<file path="config.mk">
export PLATFORM = sky130hd
export DESIGN_NAME = ex_muldiv_unit
export DESIGN_NICKNAME = d
export VERILOG_FILES = /design/src/rtl/ex_muldiv_unit.sv
export SDC_FILE = /design/constraint.sdc
export NUM_CORES = 1
export LEC_CHECK = 0
export BUFFER_PORTS_ARGS = -buffer_cell sky130_fd_sc_hd__buf_4
export CORE_UTILIZATION = 30
export CTS_CLUSTER_DIAMETER = 100
export DETAILED_ROUTE_END_ITERATION = 7
export GPL_ROUTABILITY_DRIVEN = 0
export PLACE_DENSITY = 0.43
export SLEW_MARGIN = 10
export SYNTH_ARGS = -nofsm -noshare
export SYNTH_HDL_FRONTEND = slang
export SYNTH_SLANG_ARGS = --single-unit
</file>
<file path="constraint.sdc">
create_clock -name clk -period 7.4 [get_ports clk]
set_input_delay 1.11 -clock clk [delete_from_list [all_inputs] [get_ports clk]]
set_output_delay 1.11 -clock clk [all_outputs]
set_load 0.02 [all_outputs]
</file>
<file path="src/rtl/ex_muldiv_unit.sv">
// Execute stage: registered single-cycle ALU plus a 32-step iterative multiplier/divider with HI/LO.
// Define EX_DIV_EN to build the divider; without it DIV/DIVU retire as NOP.
module ex_muldiv_unit (
    input  logic        clk,
    input  logic        rst_n,
    input  logic        in_valid,
    input  logic [3:0]  in_op,
    input  logic [31:0] in_Dato1,
    input  logic [31:0] in_Dato2,
    input  logic [31:0] in_Extend,
    input  logic        in_ALUSrc,
    input  logic        in_RegDst,
    input  logic [4:0]  in_b20_16,
    input  logic [4:0]  in_b15_11,
    output logic        ou_stall,
    output logic        ou_valid,
    output logic [31:0] ou_result,
    output logic [31:0] ou_Dato_2,
    output logic [4:0]  ou_wreg,
    output logic        ou_zero
);
    typedef enum logic [1:0] {IDLE, BUSY, FINISH} state_t;

    state_t      state, state_nxt;
    logic [4:0]  cnt;
    logic [31:0] hi, lo;
    logic [63:0] acc;        // mul: {partial, multiplier}; div: {remainder, quotient}
    logic [31:0] opb_mag;
    logic        neg_res;

    logic [31:0] opb, a_mag, b_mag, alu_res;
    logic        accept, start, signed_op, a_neg, b_neg, alu_wb;
    logic [32:0] mul_sum;
    logic [63:0] mul_nxt, prod;

    assign opb       = in_ALUSrc ? in_Extend : in_Dato2;
    assign accept    = in_valid && (state == IDLE);
    assign signed_op = (in_op[3:2] == 2'b10) && !in_op[0];
    assign a_neg     = signed_op && in_Dato1[31];
    assign b_neg     = signed_op && opb[31];
    assign a_mag     = a_neg ? (~in_Dato1 + 32'd1) : in_Dato1;
    assign b_mag     = b_neg ? (~opb + 32'd1) : opb;
    assign alu_wb    = !in_op[3] || ((in_op[3:2] == 2'b11) && (in_op != 4'hF));
    assign ou_stall  = (state != IDLE);
    assign ou_zero   = (ou_result == 32'd0);

`ifdef EX_DIV_EN
    logic        is_div, neg_rem, div_zero;
    logic [32:0] rem_sh;
    logic [33:0] diff;
    logic        ge;
    logic [63:0] div_nxt;
    logic [31:0] quo_fix, rem_fix;

    assign start    = (in_op[3:2] == 2'b10);
    assign rem_sh   = acc[63:31];
    assign diff     = {1'b0, rem_sh} - {2'b00, opb_mag};
    assign ge       = !diff[33];
    // A zero divisor always "fits", giving an all-ones quotient and the dividend as remainder.
    assign div_nxt  = {(ge ? diff[31:0] : rem_sh[31:0]), acc[30:0], ge};
    assign quo_fix  = div_zero ? 32'hFFFF_FFFF : (neg_res ? (~acc[31:0] + 32'd1) : acc[31:0]);
    assign rem_fix  = neg_rem ? (~acc[63:32] + 32'd1) : acc[63:32];
`else
    assign start    = (in_op[3:1] == 3'b100);
`endif

    assign mul_sum = {1'b0, acc[63:32]} + (acc[0] ? {1'b0, opb_mag} : 33'd0);
    assign mul_nxt = {mul_sum, acc[31:1]};
    assign prod    = neg_res ? (~acc + 64'd1) : acc;

    always_comb begin
        alu_res = 32'd0;
        case (in_op)
            4'h0: alu_res = in_Dato1 + opb;
            4'h1: alu_res = in_Dato1 - opb;
            4'h2: alu_res = in_Dato1 & opb;
            4'h3: alu_res = in_Dato1 | opb;
            4'h4: alu_res = {31'd0, $signed(in_Dato1) < $signed(opb)};
            4'h5: alu_res = ~(in_Dato1 | opb);
            4'h6: alu_res = in_Dato1 ^ opb;
            4'h7: alu_res = {31'd0, in_Dato1 < opb};
            4'hC: alu_res = hi;
            4'hD: alu_res = lo;
            4'hE: alu_res = {opb[15:0], 16'd0};
            default: alu_res = 32'd0;
        endcase
    end

    always_comb begin
        state_nxt = state;
        case (state)
            IDLE:    if (accept && start) state_nxt = BUSY;
            BUSY:    if (cnt == 5'd31) state_nxt = FINISH;
            FINISH:  state_nxt = IDLE;
            default: state_nxt = IDLE;
        endcase
    end

    always_ff @(posedge clk or negedge rst_n) begin
        if (!rst_n) state <= IDLE;
        else        state <= state_nxt;
    end

    always_ff @(posedge clk or negedge rst_n) begin
        if (!rst_n) begin
            cnt       <= 5'd0;
            hi        <= 32'd0;
            lo        <= 32'd0;
            acc       <= 64'd0;
            opb_mag   <= 32'd0;
            neg_res   <= 1'b0;
`ifdef EX_DIV_EN
            is_div    <= 1'b0;
            neg_rem   <= 1'b0;
            div_zero  <= 1'b0;
`endif
            ou_valid  <= 1'b0;
            ou_result <= 32'd0;
            ou_Dato_2 <= 32'd0;
            ou_wreg   <= 5'd0;
        end else begin
            ou_valid <= 1'b0;
            ou_wreg  <= 5'd0;
            if (accept) begin
                ou_valid  <= 1'b1;
                ou_Dato_2 <= in_Dato2;
                if (alu_wb) begin
                    ou_result <= alu_res;
                    ou_wreg   <= in_RegDst ? in_b15_11 : in_b20_16;
                end
            end
            case (state)
                IDLE: if (accept && start) begin
                    acc     <= {32'd0, a_mag};
                    opb_mag <= b_mag;
                    neg_res <= a_neg ^ b_neg;
                    cnt     <= 5'd0;
`ifdef EX_DIV_EN
                    is_div   <= in_op[1];
                    neg_rem  <= a_neg;
                    div_zero <= (opb == 32'd0);
`endif
                end
                BUSY: begin
                    cnt <= cnt + 5'd1;
`ifdef EX_DIV_EN
                    acc <= is_div ? div_nxt : mul_nxt;
`else
                    acc <= mul_nxt;
`endif
                end
                FINISH: begin
`ifdef EX_DIV_EN
                    if (is_div) begin
                        lo <= quo_fix;
                        hi <= rem_fix;
                    end else begin
                        lo <= prod[31:0];
                        hi <= prod[63:32];
                    end
`else
                    lo <= prod[31:0];
                    hi <= prod[63:32];
`endif
                end
                default: ;
            endcase
        end
    end
endmodule
</file>
==> metrics.md, run 1 <==
| Metric | Value |
|---|---|
| Core area | between 60,000 and 70,000 um2 |
| DR WL/cell | around 25 um |
| Crit path buf inv count | 1 |
| Total track usage | approximately a quarter |
| Setup tns final | 0 ns |
| CTS tree | built |
| Cell breakdown of the critical path | buf_4 -> mux2i_1 -> ha_1 -> o311a_1 -> o2111ai_1 -> o211ai_1 -> o31ai_1 -> a21oi_1 -> o311ai_0 -> nand3_1 -> a31oi_1 |
| Clock transition at path regs | around 0.060 ns |
| Power Dens Cells | between 300 and 400 nW/um2 |
| Crit-path max FO | between 40 and 50 |
| Number of cell rows | 92 |
| Post-detailed-placement half-perimeter wirelength | 64.6 mm |
| TritonCTS buffer count | 35 |
| Commonest cells after routing, fill and taps aside | nand2_1, o21ai_0, dfrtp_1 |
| Max Freq | 192 MHz |
| Initial antenna violation count | 1 |
| Syn nets | about 2,700 |
| CTS sink count | ~240 |
| Worst path top cell family by delay | compound AO/OA/AOI/OAI gates |
| Die area | about 65,000 um2 |
| Fillers | roughly 6,600 |
| Max-cap violation count | 0 |
| Flip-flop and latch area | about 6000 um2 |
| First-pass GRT wire length | 122 mm |
| FF+latch count, synth | between 200 and 250 |
| Critical path capture point type | flop |
| Crit path DAT | between 5 and 6 ns |
| Worst EP required | just under 8 ns |
| Htree depth | 2 |
| Yosys cell types | 77 |
| Fin nets | 2,768 |
| Asr flop ratio synth | 100% |
| Initial Util | roughly 30% |
| Initial DRC Count | slightly below 2,000 |
| Via Count | roughly 19,000 |
| Synth area leaders | dfrtp_1, ha_1, o21ai_0, nand2_1, xnor2_1 |
| Syn Std Cell Area | 19,100 um2 |
| Multi-input logic area | around 12,000 um2 |
| Maximum vdd ir drop | approximately 0.13 mV |
| Final worst-path cycle share | about 70% |
| Ys Warns | 0 |
| Vias in the first global route | 17,600 |
| Slew Limit Fails | 0 |
| Largest net degree at the start of global routing | 100 |
| Top cell type's share of synthesized area | a little under a third |
| Layout area overhead | 18.2% |
| Fin crit period | 5.21 ns |
| Startpoint class of the critical path | input port |
| I/O Pins | between 150 and 200 |
| # hold bufs at CTS | 0 |
| Min Hold Slack | around 0.48 ns |
| Post-DRT Antenna Nets | 0 |
| Slowest cell delay on critical path | about 0.80 ns |
| Mean area per synthesized cell | between 7 and 8 um2 |
| RSZ-0062 raised after global routing | false |
| Register area share after synthesis | between 30% and 40% |
| Min-delay worst type | reg -> reg |
| Yosys top cell by area | dfrtp_1 |
| Worst clock skew | ~0.024 ns |
| CTS Root Buffer Type | clkbuf_16 |
| Final Hold Viols | 0 |
| Worst-case clock buffer depth | 3 |
| Chip height | roughly 250 um |
| Residual DRC count | 0 |
| Vias per inst | about 5.6 |
| Status | finished clean |
| Worst Max-Slew Pin Slew | around 1.3 ns |
| Kind of critical path | in -> reg |
| Worst-skew pair later-pin latency | around 0.57 ns |
| Post-Synthesis Cells | 2,396 |
| Post-CTS Setup Inserts | 0 |
| Die width | about 250 um |
| # resized after CTS | 0 |
| Most common cell after layout, fill and taps aside | nand2_1 |
| Synth Flop Type | dfrtp_1 |
| Drt total wl | 83.8 mm |
| Global route overflow | 0 |
| Rel. slew slack | approximately an eighth |
| Post-synth EDFFs | 0 |
| Slowest stage cell on the critical path | o31ai_1 |
| IO buf count | 186 |
| P_leak | approximately 10 nW |
| Final setup vio count | 0 |
| Drt pass-1 iters | 5 |
| Share of cells above drive strength 1 | between 10% and 20% |
[registers in the layout, indices dropped and copies added (netlist names)]
name,flops
ou_result,32
ou_valid,1
ou_wreg,5
opb_mag,32
acc,64
state,2
hi,32
lo,32
cnt,5
neg_res,1
ou_Dato_2,32
[where the power goes]
group | total [W] | leakage, nW | internal [W] | switching (W)
sequential | 0.00217 | 2.90 | 0.00173 | 0.000441
clock | 0.00180 | 0.589 | 0.00112 | 0.000680
combinational | 0.00286 | 6.42 | 0.00108 | 0.00178
[worst reg2reg max path, cell delays in order (launching register included)]
cell and delay, ns:
dfrtp_1 0.44, nor4_1 0.99, nand3_1 0.42, or3_1 0.49
nand2b_2 0.29, or2_1 0.37, or2_1 0.45, o31ai_4 0.25
xor2_1 0.25, o21ai_1 0.08
[final cells by class]
| cell class | instances | area share (%) |
|---|---|---|
| diodes | 1 | 0.0111 |
| clock buffers | 45 | 4.39 |
| clock inverters | 15 | 1.01 |
| inverters | 107 | 1.77 |
| multi-input cells | 1906 | 54.4 |
| flip-flops and latches | 238 | 26.3 |
| well taps | 846 | 4.68 |
| repair buffers | 223 | 7.43 |
[logic make-up after synthesis]
| logic type | Yosys count | synth area share [%] |
|---|---|---|
| AOI/OAI and AO/OA | 744 | 25.2 |
| xor gates and xnor gates | 160 | 7.32 |
| adders and majority gates | 142 | 9.40 |
| buffers and inverters | 252 | 5.01 |
| DFF | 238 | 31.1 |
| muxes | 43 | 2.27 |
| and+or+nand+nor | 817 | 19.7 |
[synthesized netlist by cell type (5+ instances only)]
cell type / number
or2_2: 6
a222oi_1: 15
xnor2_1: 84
nor2_1: 162
o21ai_1: 5
a211oi_1: 15
and3_1: 12
nand2b_1: 25
a311oi_1: 6
a211o_1: 6
nor2b_1: 18
o31ai_4: 5
o21bai_1: 16
o311ai_0: 6
a41oi_1: 8
o211ai_1: 17
nand3_1: 65
or3_1: 26
o31ai_1: 34
o21a_1: 6
a221oi_1: 24
a31oi_1: 40
and2_1: 35
a22oi_1: 55
dfrtp_1: 238
inv_1: 105
nand2_1: 340
nand4_1: 25
clkbuf_1: 123
o41ai_1: 9
a21oi_1: 109
buf_1: 16
nor4_1: 27
o22ai_1: 7
ha_1: 139
xor2_1: 76
mux2i_1: 40
a221o_1: 11
nor3_1: 48
nor3b_1: 8
o221ai_1: 7
a2111oi_0: 8
o21ai_0: 280
a21o_1: 22
[metal layers]
layer	wire length (um)	up-vias	global-route usage, %
met5	13	-	0
met4	2930	2	8.85
met3	4900	116	3.42
met2	37400	680	39.0
met1	38600	9189	36.3
li1	-	8834	-
[worst paths after layout]
check | from | to | slack [ns] | cells after the start
worst max-delay path | in_ALUSrc | ou_result[27] | 2.19 | 11
worst min-delay path | ou_Dato_2[28] | ou_Dato_2[28] | 0.48 | 2
worst max register to register | acc[8] | hi[21] | 3.23 | 9
worst min register to register | ou_Dato_2[28] | ou_Dato_2[28] | 0.48 | 2
max in group asynchronous | rst_n | ou_Dato_2[22] | 5.54 | 2
min in group asynchronous | rst_n | acc[8] | 0.57 | 1
[stage by stage]
stage | utilization, % | std cells | total power (W) | cell area [um2] | worst slack (ns)
floorplan | - | 2396 | 0.00390 | 19100 | 1.79
global placement | 33.9 | 3320 | 0.00501 | 21400 | 1.82
detailed placement | 33.9 | 3320 | 0.00504 | 21400 | 1.73
CTS | 35.9 | 3380 | 0.00689 | 22600 | 2.32
global route | 35.9 | 3380 | 0.00730 | 22600 | 1.96
finish | 35.9 | 3381 | 0.00684 | 22600 | 2.19
Power figures use the tool's default switching activity.
==> inputs of run 2 (changes only) <==
Clock period 7.4 ns to 5.08 ns, I/O delays scaled along.
==> metrics.md, run 2 (synthesis results as in run 1) <==
| Metric | Value |
|---|---|
| Multi-input logic area | 12,300 um2 (about the same) |
| Most common cell after layout, fill and taps aside | nand2_1 |
| Layout area overhead | 19.1% |
| Worst Max-Slew Pin Slew | 0.996 ns (-0.311 ns) |
| Status | finished clean |
| Worst EP required | 5.50 ns (-2.39 ns) |
| Placed cell count | 3,350 (+0.90%) |
| Min-delay worst type | in -> reg |
| CP endpoint | ou_result[29] |
| Commonest cells after routing, fill and taps aside | nand2_1, o21ai_0, buf_4 |
| Fillers | 6,699 (+0.81%) |
| Worst Hold Depth | 3 (+1) |
| Residual DRC count | 0 (unchanged) |
| Via Count | 18,900 (+0.63%) |
| IO buf count | 186 (unchanged) |
| Startpoint class of the critical path | input port |
| Critical path capture point type | flop |
| Crit path DAT | 4.85 ns (-0.84 ns) |
| RSZ-0062 raised after global routing | false |
| Final Hold Viols | 0 (unchanged) |
| Flip-flop and latch area | 5960 um2 (unchanged) |
| R2R Path Start | acc[0] |
| Final worst-path cycle share | about 87% |
| Max Freq | ~230 MHz |
| Core area | 63,100 um2 (unchanged) |
| Vias per inst | 5.55 (-0.23%) |
| Drt total wl | 83.1 mm (-0.81%) |
| CTS Root Buffer Type | clkbuf_16 |
| Kind of critical path | in -> reg |
| Start point of the critical path | in_ALUSrc |
| Vias in the first global route | 18,200 (+2.9%) |
| Top reg by flops | acc |
| Drt pass-1 iters | 6 (+1) |
| Post-DRT Antenna Nets | 0 (unchanged) |
| Total track usage | 25.5% (+0.043 points) |
| Slew Limit Fails | 0 (unchanged) |
| Setup tns final | 0 ns (unchanged) |
| Chip height | 255 um (unchanged) |
| CTS sink count | 238 (unchanged) |
| Power Dens Cells | 431 nW/um2 (+43%) |
| Share of cells above drive strength 1 | 13.7% (+0.76 points) |
| I/O Pins | 187 (unchanged) |
| Worst-skew pair later-pin latency | 0.57 ns (about the same) |
| Worst reg2reg endpoint | acc[59] |
| Initial Util | 30.4% (unchanged) |
| Htree depth | 2 (unchanged) |
| TritonCTS buffer count | 34 (-2.9%) |
| Global route overflow | 0 (unchanged) |
| Clock transition at path regs | 0.06 ns (about the same) |
| Final cell count without fillers | 3,410 (+0.86%) |
| Worst clock skew | 0.0301 ns (+0.00579 ns) |
| CTS tree | built |
| Final setup vio count | 0 (unchanged) |
| R2R cell count | 12 (+3) |
| Crit-path max FO | 15 (-67%) |
| Fin crit period | between 4 and 5 ns |
| Initial antenna violation count | 3 (+2) |
| P_leak | 10.0 nW (+1.2%) |
| Worst-case clock buffer depth | 3 (unchanged) |
| Maximum vdd ir drop | 0.176 mV (+37%) |
| Number of cell rows | 92 (unchanged) |
| Max-cap violation count | 0 (unchanged) |
| Die width | 255 um (unchanged) |
| Rel. slew slack | 31.7% (+19 points) |
| Die area | 64,800 um2 (unchanged) |
| DR WL/cell | 24.4 um (-1.7%) |
| First-pass GRT wire length | 123 mm (+0.98%) |
| Largest register FFs | 64 (unchanged) |
| Initial DRC Count | 1,853 (-5.1%) |
| Fin nets | 2,798 (+1.1%) |
| Largest net degree at the start of global routing | 139 (+39%) |
| R2r setup slk | 1.17 ns (-2.06 ns) |
| Post-detailed-placement half-perimeter wirelength | 63.8 mm (-1.2%) |
-- run 2: cell count changes in the layout (fill, tap and decap cells not counted), sizes merged --
| cell | delta |
|---|---|
| diode | +1 |
| clkinvlp | -3 |
| dlygate4sd3 | +1 |
| buf | +30 |
| bufinv | -3 |
| clkbuf | +3 |
-- run 2: how the worst min path moves through the flow --
stage	startpoint	end
global route	in_Dato2[27]	ou_Dato_2[27]
global placement	opb_mag[18]	opb_mag[18]
floorplan	opb_mag[0]	opb_mag[0]
finish	in_Dato2[27]	ou_Dato_2[27]
detailed placement	ou_Dato_2[18]	ou_Dato_2[18]
CTS	in_Dato2[27]	ou_Dato_2[27]
-- run 2: area by class of cell --
type	instances	area share (%)
Tap cell	846	4.64
Timing Repair Buffer	254	8.52
Multi-Input combinational cell	1906	54.0
Clock buffer	48	4.31
Sequential cell	238	26.1
Clock inverter	9	0.653
Inverter	107	1.76
Antenna cell	2	0.0219
-- run 2: what timing repair did --
item                      4_1_cts  5_1_grt
gates resized for setup         0        0
hold endpoints to repair        6        0
hold buffers                    1        0
buffers inserted                0        0
-- run 2: critical path: stages --
cell and delay [ns]:
buf_4 0.13, buf_4 0.28, mux2i_1 0.65, inv_1 0.32
ha_1 0.35, a211oi_1 0.26, nor2_1 0.09, or4_1 0.41
a41o_1 0.24, a31oi_1 0.34, o21ai_0 0.29, xor2_1 0.20
a221oi_1 0.43, nor2_1 0.07
-- run 2: power by group --
| part | leakage [nW] | switching [W] | internal [W] |
|---|---|---|---|
| Clock | 0.550 | 0.000983 | 0.00146 |
| Sequential | 2.90 | 0.000655 | 0.00252 |
| Combinational | 6.58 | 0.00258 | 0.00162 |
-- run 2: per-stage QoR --
step	utilization, %	instance area (um2)	power [W]	setup slack, ns	hold slack (ns)
final	36.2	22800	0.00982	0.654	0.402
after global routing	36.2	22800	0.0105	0.530	0.391
after CTS	36.1	22800	0.00992	0.688	0.359
after detailed placement	34.3	21700	0.00740	0.0955	0.465
after global placement	34.3	21700	0.00735	0.145	0.461
after floorplan	-	19100	0.00568	0.0343	0.442
-- run 2: metal layers --
metal	vias up	GRT usage [%]	wire length [um]	share of wire [%]
met5	-	0	0	0
met4	0	7.97	2770	3.3
met3	125	3.36	5430	6.5
met2	732	38.3	35800	43
met1	9183	37.4	39100	47
li1	8899	-	-	-
